$ cat config.mk
export PLATFORM = sky130hd
export DESIGN_NAME = weight_ram_loader
export DESIGN_NICKNAME = d
export VERILOG_FILES = /design/src/rtl/weight_ram_loader.sv
export SDC_FILE = /design/constraint.sdc
export NUM_CORES = 1
export LEC_CHECK = 0
export BUFFER_PORTS_ARGS = -buffer_cell sky130_fd_sc_hd__buf_2
export CORE_MARGIN = 10
export CORE_UTILIZATION = 55
export CTS_BUF_LIST = sky130_fd_sc_hd__clkbuf_8
export DETAILED_ROUTE_END_ITERATION = 8
export PLACE_DENSITY = 0.73
export SLEW_MARGIN = 20
export SYNTH_ARGS = -nofsm -noshare
export SYNTH_HDL_FRONTEND = slang
export SYNTH_SLANG_ARGS = --single-unit
$ cat constraint.sdc
create_clock -name clk -period 2.1 [get_ports clk]
set_input_delay 0.105 -clock clk [delete_from_list [all_inputs] [get_ports clk]]
set_output_delay 0.105 -clock clk [all_outputs]
set_load 0.005 [all_outputs]
$ cat src/rtl/weight_ram_loader.sv
// Run-time loader for the signed weight memory: writes a valid/ready coefficient stream
// row-major into a DEPTH x COLL RAM and serves the same registered row/collum read port as the ROM.
module weight_ram_loader #(
  parameter  int WIDTH     = 5,
  parameter  int COLL      = 8,
  parameter  int DEPTH     = 37,
  localparam int DEPTH_LOG = $clog2(DEPTH),
  localparam int COLL_LOG  = $clog2(COLL)
) (
  input  logic                 clk,
  input  logic                 rst_n,
  input  logic                 start,
  input  logic                 s_valid,
  input  logic [WIDTH-1:0]     s_data,
  output logic                 s_ready,
  output logic                 busy,
  output logic                 done,
  output logic [DEPTH_LOG-1:0] wr_row,
  output logic [COLL_LOG-1:0]  wr_col,
  input  logic [DEPTH_LOG-1:0] row,
  input  logic [COLL_LOG-1:0]  collum,
  output logic [WIDTH-1:0]     data_out
);

  localparam int TOTAL  = DEPTH * COLL;
  localparam int ADDR_W = $clog2(TOTAL + 1);

  typedef enum logic [1:0] {IDLE, LOAD, DONE} state_t;

  state_t               state_reg, state_next;
  logic [DEPTH_LOG-1:0] wr_row_reg, wr_row_next;
  logic [COLL_LOG-1:0]  wr_col_reg, wr_col_next;
  logic                 we;
  logic [ADDR_W-1:0]    wr_addr;
  logic [ADDR_W-1:0]    rd_addr;
  logic                 rd_in_range;
  logic                 last_beat;

  logic [WIDTH-1:0] mem [TOTAL];

  always_ff @(posedge clk or negedge rst_n) begin
    if (!rst_n) begin
      state_reg  <= IDLE;
      wr_row_reg <= '0;
      wr_col_reg <= '0;
    end else begin
      state_reg  <= state_next;
      wr_row_reg <= wr_row_next;
      wr_col_reg <= wr_col_next;
    end
  end

  assign last_beat = (wr_row_reg == DEPTH_LOG'(DEPTH - 1)) && (wr_col_reg == COLL_LOG'(COLL - 1));

  always_comb begin
    state_next  = state_reg;
    wr_row_next = wr_row_reg;
    wr_col_next = wr_col_reg;
    we          = 1'b0;
    s_ready     = 1'b0;
    busy        = 1'b0;
    done        = 1'b0;
    case (state_reg)
      IDLE: ;
      LOAD: begin
        s_ready = 1'b1;
        busy    = 1'b1;
        // A restart wins over a beat arriving in the same cycle, so that beat is dropped.
        if (s_valid && !start) begin
          we = 1'b1;
          if (last_beat) begin
            wr_row_next = '0;
            wr_col_next = '0;
            state_next  = DONE;
          end else if (wr_col_reg == COLL_LOG'(COLL - 1)) begin
            wr_col_next = '0;
            wr_row_next = wr_row_reg + DEPTH_LOG'(1);
          end else begin
            wr_col_next = wr_col_reg + COLL_LOG'(1);
          end
        end
      end
      DONE: begin
        done       = 1'b1;
        state_next = IDLE;
      end
      default: state_next = IDLE;
    endcase
    if (start) begin
      wr_row_next = '0;
      wr_col_next = '0;
      state_next  = LOAD;
    end
  end

  assign wr_addr     = ADDR_W'(wr_row_reg) * ADDR_W'(COLL) + ADDR_W'(wr_col_reg);
  assign rd_addr     = ADDR_W'(row) * ADDR_W'(COLL) + ADDR_W'(collum);
  assign rd_in_range = ({1'b0, row} < (DEPTH_LOG + 1)'(DEPTH));

  always_ff @(posedge clk) begin
    if (we) begin
      mem[wr_addr] <= s_data;
    end
  end

  // Read and write share an edge, so a same-address read returns the previous contents.
  always_ff @(posedge clk or negedge rst_n) begin
    if (!rst_n) begin
      data_out <= '0;
    end else if (rd_in_range) begin
      data_out <= mem[rd_addr];
    end else begin
      data_out <= '0;
    end
  end

  assign wr_row = wr_row_reg;
  assign wr_col = wr_col_reg;

endmodule

# Yosys cells after proc, flatten, opt, wreduce, memory -nomap -nowiden
# Memories as Yosys holds them, arrays and structs flattened.
# Cells that the tools add are included.
# Widths: inputs -> output; s select.
# op_classes
add_sub_neg,4
n_mux,21
reduce_logical,10
eq_ne,7
magnitude_cmp,1
# ops
op,count
$mux 6,5
$add 9x3->9,2
$mux 3,5
$add 6x1->6 const B,1
$eq 6x6->1 const B,1
$lt 6x6->1 const B,1
$mux 1,6
$mux 2,3
$ne 3x3->1 const B,2
$reduce_and 3->1,2
$mux 5,1
$pmux 2 s2,1
$reduce_bool 2->1,2
$add 3x1->3 const B,1
$eq 3x3->1 const B,1
$reduce_bool 3->1,1
$eq 2x1->1 const B,1
$eq 2x2->1 const B,1
$logic_and 1x1->1,2
$logic_not 2->1,1
$ne 2x2->1 const B,1
$reduce_and 2->1,1
$logic_not 1->1,1
# totals
register_bits,16
ramBits,1480
memories,1
wordCells,48
in_bits,18
# mem_list
memory,depth,word_bits,read_ports,rd_clocked_by_memory_dff,write_ports,line_no,source
mem,296,5,1,0,1,39,logic [WIDTH-1:0] mem [TOTAL];

# Depth between registers and ports, before layout
# Gate-level depths: netlist (run 1).
# depth
depth_word,6
ltp_mapped,13
mapped_depth_nobuf,7

# Worst setup path before layout (run 1)
# No wires, ideal clock.
# synth_path
path_type,reg-to-reg
startpoint,register state_reg[1]
endpoint,"memory mem[87][0], enable pin"
setup_ns,0.339
t_required_ns,1.761
path_slack_ns,-0.152
t_arrival_ns,1.913
path_stages_with_launch,9
path_cell_list,dfrtp_1 nor2b_1 nand3b_1 inv_1 and3_1 clkbuf_1 nand2_1 clkbuf_1 nor2_1
# synth_via
elab_chain_len,4
# synth_rtl
element,line_no,source
start: declaration,30,"state_t state_reg, state_next;"
start signal: assignment,47,state_reg <= state_next;
$eq 2x1->1,63,case (state_reg)
$mux 1,63,
$mux 1,101,if (we) begin
$mux 1 (not written as such),102,mem[wr_addr] <= s_data;
end: declaration,39,
# No other way between the ends.

# Final worst setup path (run 1)
# layout_path
startpoint,memory mem[287][4]
endpoint,register data_out[4]
# layout_via
elab_chain_len,2
# layout_rtl
element,line_no,source
$mem_v2 296x5,n/a,
$mux 5,110,end else if (rd_in_range) begin
end signal: assignment,111,data_out <= mem[rd_addr];
end: declaration,22,output logic [WIDTH-1:0] data_out
# No other way between the ends.
# A chain may end at the register's enable or synchronous reset.

==> results of run 1 <==
## cell usage in the layout, fill, tap and decap left out, types with 15 or more instances in the layout
cell,n
nor2_1,136
buf_12,85
buf_6,24
nand3_1,33
a221oi_1,21
inv_1,64
clkbuf_8,230
buf_2,26
a21oi_1,26
buf_4,430
nand2_1,89
nor2_2,108
o21ai_0,25
nor3_1,15
a22oi_1,35
nor2_4,92
mux4_2,347
clkinv_1,56
clkinv_2,35
mux2i_1,103
edfxtp_1,1480
## worst min-delay path, cell delays in order
cell           delay, ns
dlygate4sd3_1       0.54
buf_2               0.15
nand2_1             0.06
a21o_1              0.10
## repair_timing
action,CTS,global route
buffers inserted,0,1
gates cloned,0,8
hold endpoints to repair,930,0
endpoints found under the setup margin,94,475
pin swaps,9,13
hold buffers,14,0
gates resized for setup,55,199
## area by class of cell
class | count | share of cell area (%)
multi-input cells | 1238 | 20.2
flip-flops and latches | 1496 | 63.1
well taps | 1403 | 2.47
inverters | 11 | 0.0581
diodes | 3 | 0.0106
clock buffers | 225 | 4.36
clock inverters | 170 | 1.54
repair buffers | 600 | 8.28
## through the flow
step / instance area, um2 / instances
2_1_floorplan: 59600 / 2918
3_3_place_gp: 65500 / 4726
3_5_place_dp: 65500 / 4726
4_1_cts: 70000 / 5135
5_1_grt: 71100 / 5144
6_report: 71100 / 5146
## power by group through the flow
stage                     logic [W]  clock network (W)  registers, W
after floorplan             0.00162                  0        0.0335
after global placement      0.00337                  0        0.0335
after detailed placement    0.00345                  0        0.0335
after CTS                   0.00353             0.0227        0.0328
after global routing        0.00374             0.0242        0.0328
final                       0.00361             0.0225        0.0329
## kinds of logic after synthesis
logic type                 synth area share (%)
DFF                                        75.9
and+or+nand+nor                            3.97
muxes                                      15.5
AOI/OAI and AO/OA                          2.42
buffers and inverters                      1.93
adders and majority gates                 0.148
xor gates and xnor gates                 0.0593
## path summary, 6_finish.rpt
path / from / end / slack (ns)
max: mem[287][4]$_DFFE_PP_ / data_out[4]$_DFF_PN0_ / -0.32
min: s_valid / state_reg[0]$_DFFE_PN0P_ / 0.08
max reg2reg: mem[287][4]$_DFFE_PP_ / data_out[4]$_DFF_PN0_ / -0.32
min reg2reg: wr_row[0]$_DFFE_PN0P_ / wr_row[0]$_DFFE_PN0P_ / 0.61
max in group asynchronous: rst_n / wr_row[2]$_DFFE_PN0P_ / 0.93
min in group asynchronous: rst_n / data_out[2]$_DFF_PN0_ / 0.46
## metal layers
layer  wire, um  share of wire, %  vias to the layer above  GRT usage, %
met1      57500                35                    17000          35.1
met2      76900                47                     2172          40.8
met5         36             0.022                        -             0
met3      19400                12                      473          6.51
li1           -                 -                    13300             -
met4       8760               5.4                        6          12.5
==> impl_metrics.py, run 1 <==
metrics = {
    "status": {
        "outcome": "finished with violations",
        "violations": "setup timing",
    },
    "min_path": {
        "hold_depth": 4,
        "min_path_type": "primary input to flop",
    },
    "cells_and_area": {
        "largest_register_ffs": 1480,
        "finalNetCount": 3595,
        "n_fill_cell": 6707,
        "layout-drive-gt1-share_pct": 39.5,
        "regArea_mm2": 0.0448,
        "syn_to_final_growth_pct": 20.3,
        "final_util_pct": 66.5,
        "multi_input_area_mm2": 0.0143,
    },
    "synth": {
        "synth_nets": 2943,
        "synth_ff_type": "edfxtp_1",
        "synth_common_cells": "1,480 x edfxtp_1, 344 x mux4_2, 336 x nor2_1",
        "synth.area.top_cells": "edfxtp_1 75%, mux4_2 13%, nor2_1 2.1%, mux2i_1 1.8%, dfrtp_1 0.68%",
        "yosys.cell_types.count": 67,
        "netlist_area_mm2": 0.0591,
        "synth_top_area_share_pct": 75.2,
        "yosysWarningCount": 0,
        "synth-edff-count": 1480,
        "ys_seq_area_share_pct": 75.9,
        "syn_inst": 2918,
        "synth.most_common_cell": "edfxtp_1",
        "ys_seq_elements": 1496,
        "synth.avg_cell_area_um2": 20.2,
        "async_flop_share_pct": 1.07,
        "synth_top_cell_by_area": "edfxtp_1",
    },
    "detailed_routing": {
        "wl_per_cell_um": 31.6,
        "remaining_drc_errors": 0,
        "drt-initial-drc-count": 4061,
        "dr_total_vias": 32900,
        "dr.pass1.iters": 6,
        "viasPerCell": 6.40,
        "ant_nets": 0,
        "routed_wl_um": 163000,
    },
    "placed_design": {
        "place_hpwl_um": 106000,
        "pre_cts_ws_ns": -0.741,
        "port_buffers": 34,
        "gp_congestion": 0.935,
    },
    "die": {
        "start_util_pct": 55.2,
        "dieArea_mm2": 0.121,
        "fp-row-count": 120,
        "pin_count": 35,
        "core_area_mm2": 0.107,
        "die_w_um": 348,
        "die_h_um": 348,
    },
    "pwr": {
        "sw_frac_of_total_pct": 22.4,
        "pwr-share-comb_pct": 6.1,
        "internal_power_w": 0.0458,
        "net-switching-power_w": 0.0132,
        "ir_worst_vdd_mv": 0.488,
        "power_density_mw_per_mm2": 830,
        "clockPowerShare_pct": 38.2,
        "p_seq_share_pct": 55.7,
        "total_power_w": 0.0590,
        "p_leak_nw": 23.5,
    },
    "timing": {
        "rsz0062_at_grt": "true",
        "fin_crit_sh_pct": 115,
        "relSlewSlack_pct": 29.5,
        "worst-slew-pin-transition_ns": 1.05,
        "fin_skew_ns": 0.0621,
        "finalMaxSlewViolations": 0,
        "setup_viol_count_final": 220,
        "worst_slack_ns": -0.317,
        "period_needed_ns": 2.42,
        "hold_viol_final": 0,
        "setup-tns-final_ns": -5.60,
        "clock.fmax_mhz": 414,
        "fin_hold_ws_ns": 0.0790,
    },
    "cts": {
        "htreeDepth": 4,
        "clk_latency_ns": 0.92,
        "path_clk_slew_ns": 0.07,
        "tritoncts": "done",
        "cts_sinks": 1496,
        "cts_max_path_buffers": 3,
        "numCtsBuffers": 223,
        "cts-root-buf": "clkbuf_8",
    },
    "grt": {
        "track_usage_pct": 26.3,
        "grt_pass1_vias": 33600,
        "grt_pass1_wl_um": 231000,
        "antenna_found_initial": 4,
        "grt_overflow": 0,
        "grt_max_degree": 89,
    },
    "setup_path": {
        "path_buf_inv": 0,
        "cp-end-kind": "flop",
        "worst_ep_arrival_time_ns": 3.21,
        "cp_slowest_cell": "mux4_2",
        "critPathKind": "flop to flop",
        "path_common_cell": "mux4_2",
        "worstPathMaxFanout": 1,
        "cp_num_cells": 6,
        "slowest_delay_ns": 0.53,
        "cp_cell_sequence": "mux4_2, mux4_2, mux2_2, o211ai_1, nand2_1, o31a_1",
        "r2r_cells": 6,
        "critPathTopFamily": "multiplexers",
        "worstPathRequired_ns": 2.89,
        "crit_path_start_kind": "flop",
    },
    "job": {
        "drv_cap": 0,
    },
}
Note: power is estimated with default switching activity, not from simulation.
==> run 2: changes to the inputs <==
Settings changed: REMOVE_ABC_BUFFERS set to 1.
==> run 2 against run 1 <==
The flow still finishes with violations (setup timing). Highest routed layer unchanged. Critical path type unchanged. Worst hold slack better by 0.036 ns. Critical endpoint unchanged. Power is 0.78% lower. Largest cell class unchanged. Cell count is 5.1% higher.
==> impl_metrics.py, run 2 (synthesis results as in run 1) <==
metrics = {
    "setup_path": {
        "worstPathRequired_ns": 2.89,
        "crit_path_start_kind": "flop",
        "critPathKind": "flop to flop",
        "cp-end-kind": "flop",
        "worst_ep_arrival_time_ns": 3.15,
        "worstPathMaxFanout": 1,
    },
    "detailed_routing": {
        "routed_wl_um": 174000,
        "remaining_drc_errors": 0,
        "wl_per_cell_um": 32.2,
        "viasPerCell": 6.46,
        "dr_total_vias": 34900,
        "dr.pass1.iters": 6,
        "ant_nets": 0,
        "drt-initial-drc-count": 5540,
    },
    "timing": {
        "rsz0062_at_grt": "true",
        "clock.fmax_mhz": 422,
        "fin_crit_sh_pct": 113,
        "worst_slack_ns": -0.267,
        "relSlewSlack_pct": 38.6,
        "fin_skew_ns": 0.0554,
        "worst-slew-pin-transition_ns": 0.917,
        "period_needed_ns": 2.37,
        "hold_viol_final": 0,
        "setup_viol_count_final": 1414,
        "finalMaxSlewViolations": 0,
    },
    "cts": {
        "path_clk_slew_ns": 0.06,
        "clk_latency_ns": 0.90,
        "htreeDepth": 4,
        "numCtsBuffers": 226,
        "tritoncts": "done",
        "cts_max_path_buffers": 3,
        "cts-root-buf": "clkbuf_8",
        "cts_sinks": 1496,
    },
    "die": {
        "pin_count": 35,
        "start_util_pct": 55.2,
        "die_h_um": 348,
        "die_w_um": 348,
        "fp-row-count": 120,
        "dieArea_mm2": 0.121,
        "core_area_mm2": 0.107,
    },
    "grt": {
        "grtUsageMet3_pct": 7.20,
        "grt_max_degree": 84,
        "track_usage_pct": 27.3,
        "grt_pass1_vias": 35000,
        "grt_pass1_wl_um": 240000,
        "grt-busiest-layer": "met2",
        "gr-usage-met2_pct": 42.5,
        "use_met1_pct": 36.7,
        "antenna_found_initial": 6,
        "grt_overflow": 0,
    },
    "pwr": {
        "ir_worst_vdd_mv": 0.606,
        "p_leak_nw": 25.1,
        "power_density_mw_per_mm2": 779,
    },
    "cells_and_area": {
        "layout-drive-gt1-share_pct": 44.6,
        "syn_to_final_growth_pct": 27.2,
        "final_cell_mix": "1,480 x edfxtp_1, 424 x buf_4, 351 x mux4_2, 266 x buf_6, 238 x nor2_4",
        "largest_register_ffs": 1480,
        "final_util_pct": 70.3,
        "finalNetCount": 3844,
        "final_area_mm2": 0.0751,
        "layout_commonest_cell": "edfxtp_1",
    },
    "min_path": {
        "min_path_type": "primary input to flop",
    },
    "placed_design": {
        "place_hpwl_um": 108000,
        "gp_congestion": 0.919,
        "port_buffers": 34,
        "place_area_mm2": 0.0668,
    },
    "status": {
        "outcome": "finished with violations",
        "violations": "setup timing",
    },
    "job": {
        "drv_cap": 0,
    },
}
run 2: what timing repair did:
action,CTS,global route
hold endpoints to repair,374,16
setup endpoints to repair,531,1197
pin swaps,38,171
resized for setup,224,729
cloned,6,10
setup buffers,2,11
hold buffers,13,1
run 2: area by class of cell:
| type | count | area (um2) |
|---|---|---|
| fill | 6118 | 31800 |
| clock inverter | 182 | 907 |
| tap | 1403 | 1760 |
| antenna | 1 | 2.50 |
| sequential | 1496 | 44800 |
| timing repair buffer | 846 | 8930 |
| multi-input combinational | 1238 | 15500 |
| inverter | 11 | 41.3 |
| clock buffer | 229 | 3150 |
run 2: routing by layer:
| layer | wire [um] | vias up |
|---|---|---|
| li1 | - | 13900 |
| met1 | 59600 | 17800 |
| met3 | 23300 | 545 |
| met5 | 49 | - |
| met2 | 81600 | 2696 |
| met4 | 9610 | 8 |
run 2: critical path, cell delays in order (launching register included):
cell      delay, ns
edfxtp_1       0.40
mux4_2         0.49
mux4_2         0.49
and3_4         0.20
a31oi_4        0.14
nand4_1        0.12
buf_4          0.17
o31a_1         0.24
run 2: through the flow:
step / TNS [ns] / hold slack, ns / cells / power (W) / setup WS, ns
final: -140.59 / 0.115 / 5406 / 0.0585 / -0.267
after global routing: -224.34 / 0.105 / 5406 / 0.0601 / -0.325
after CTS: -0.796 / 0.0559 / 5387 / 0.0584 / -0.267
after detailed placement: -13.10 / 0.102 / 4956 / 0.0370 / -0.922
after global placement: -29.03 / 0.0876 / 4956 / 0.0369 / -0.873
after floorplan: -126.73 / -0.191 / 2745 / 0.0346 / -0.138
run 2: path summary, 6_finish.rpt:
check,from,endpoint,slack (ns),cells past startpoint
min in group asynchronous,rst_n,wr_row[3]$_DFFE_PN0P_,0.43,4
hold reg to reg,wr_row[1]$_DFFE_PN0P_,wr_row[1]$_DFFE_PN0P_,0.64,2
hold / removal,s_valid,state_reg[0]$_DFFE_PN0P_,0.11,4
setup reg to reg,mem[81][4]$_DFFE_PP_,data_out[4]$_DFF_PN0_,-0.27,7
max in group asynchronous,rst_n,data_out[0]$_DFF_PN0_,1.28,4
setup / recovery,mem[81][4]$_DFFE_PP_,data_out[4]$_DFF_PN0_,-0.27,7
run 2: power breakdown:
group          internal, W  switching, W  leakage, nW
Combinational      0.00156       0.00225         9.29
Clock               0.0107        0.0112         2.32
Sequential          0.0328     0.0000352         13.5
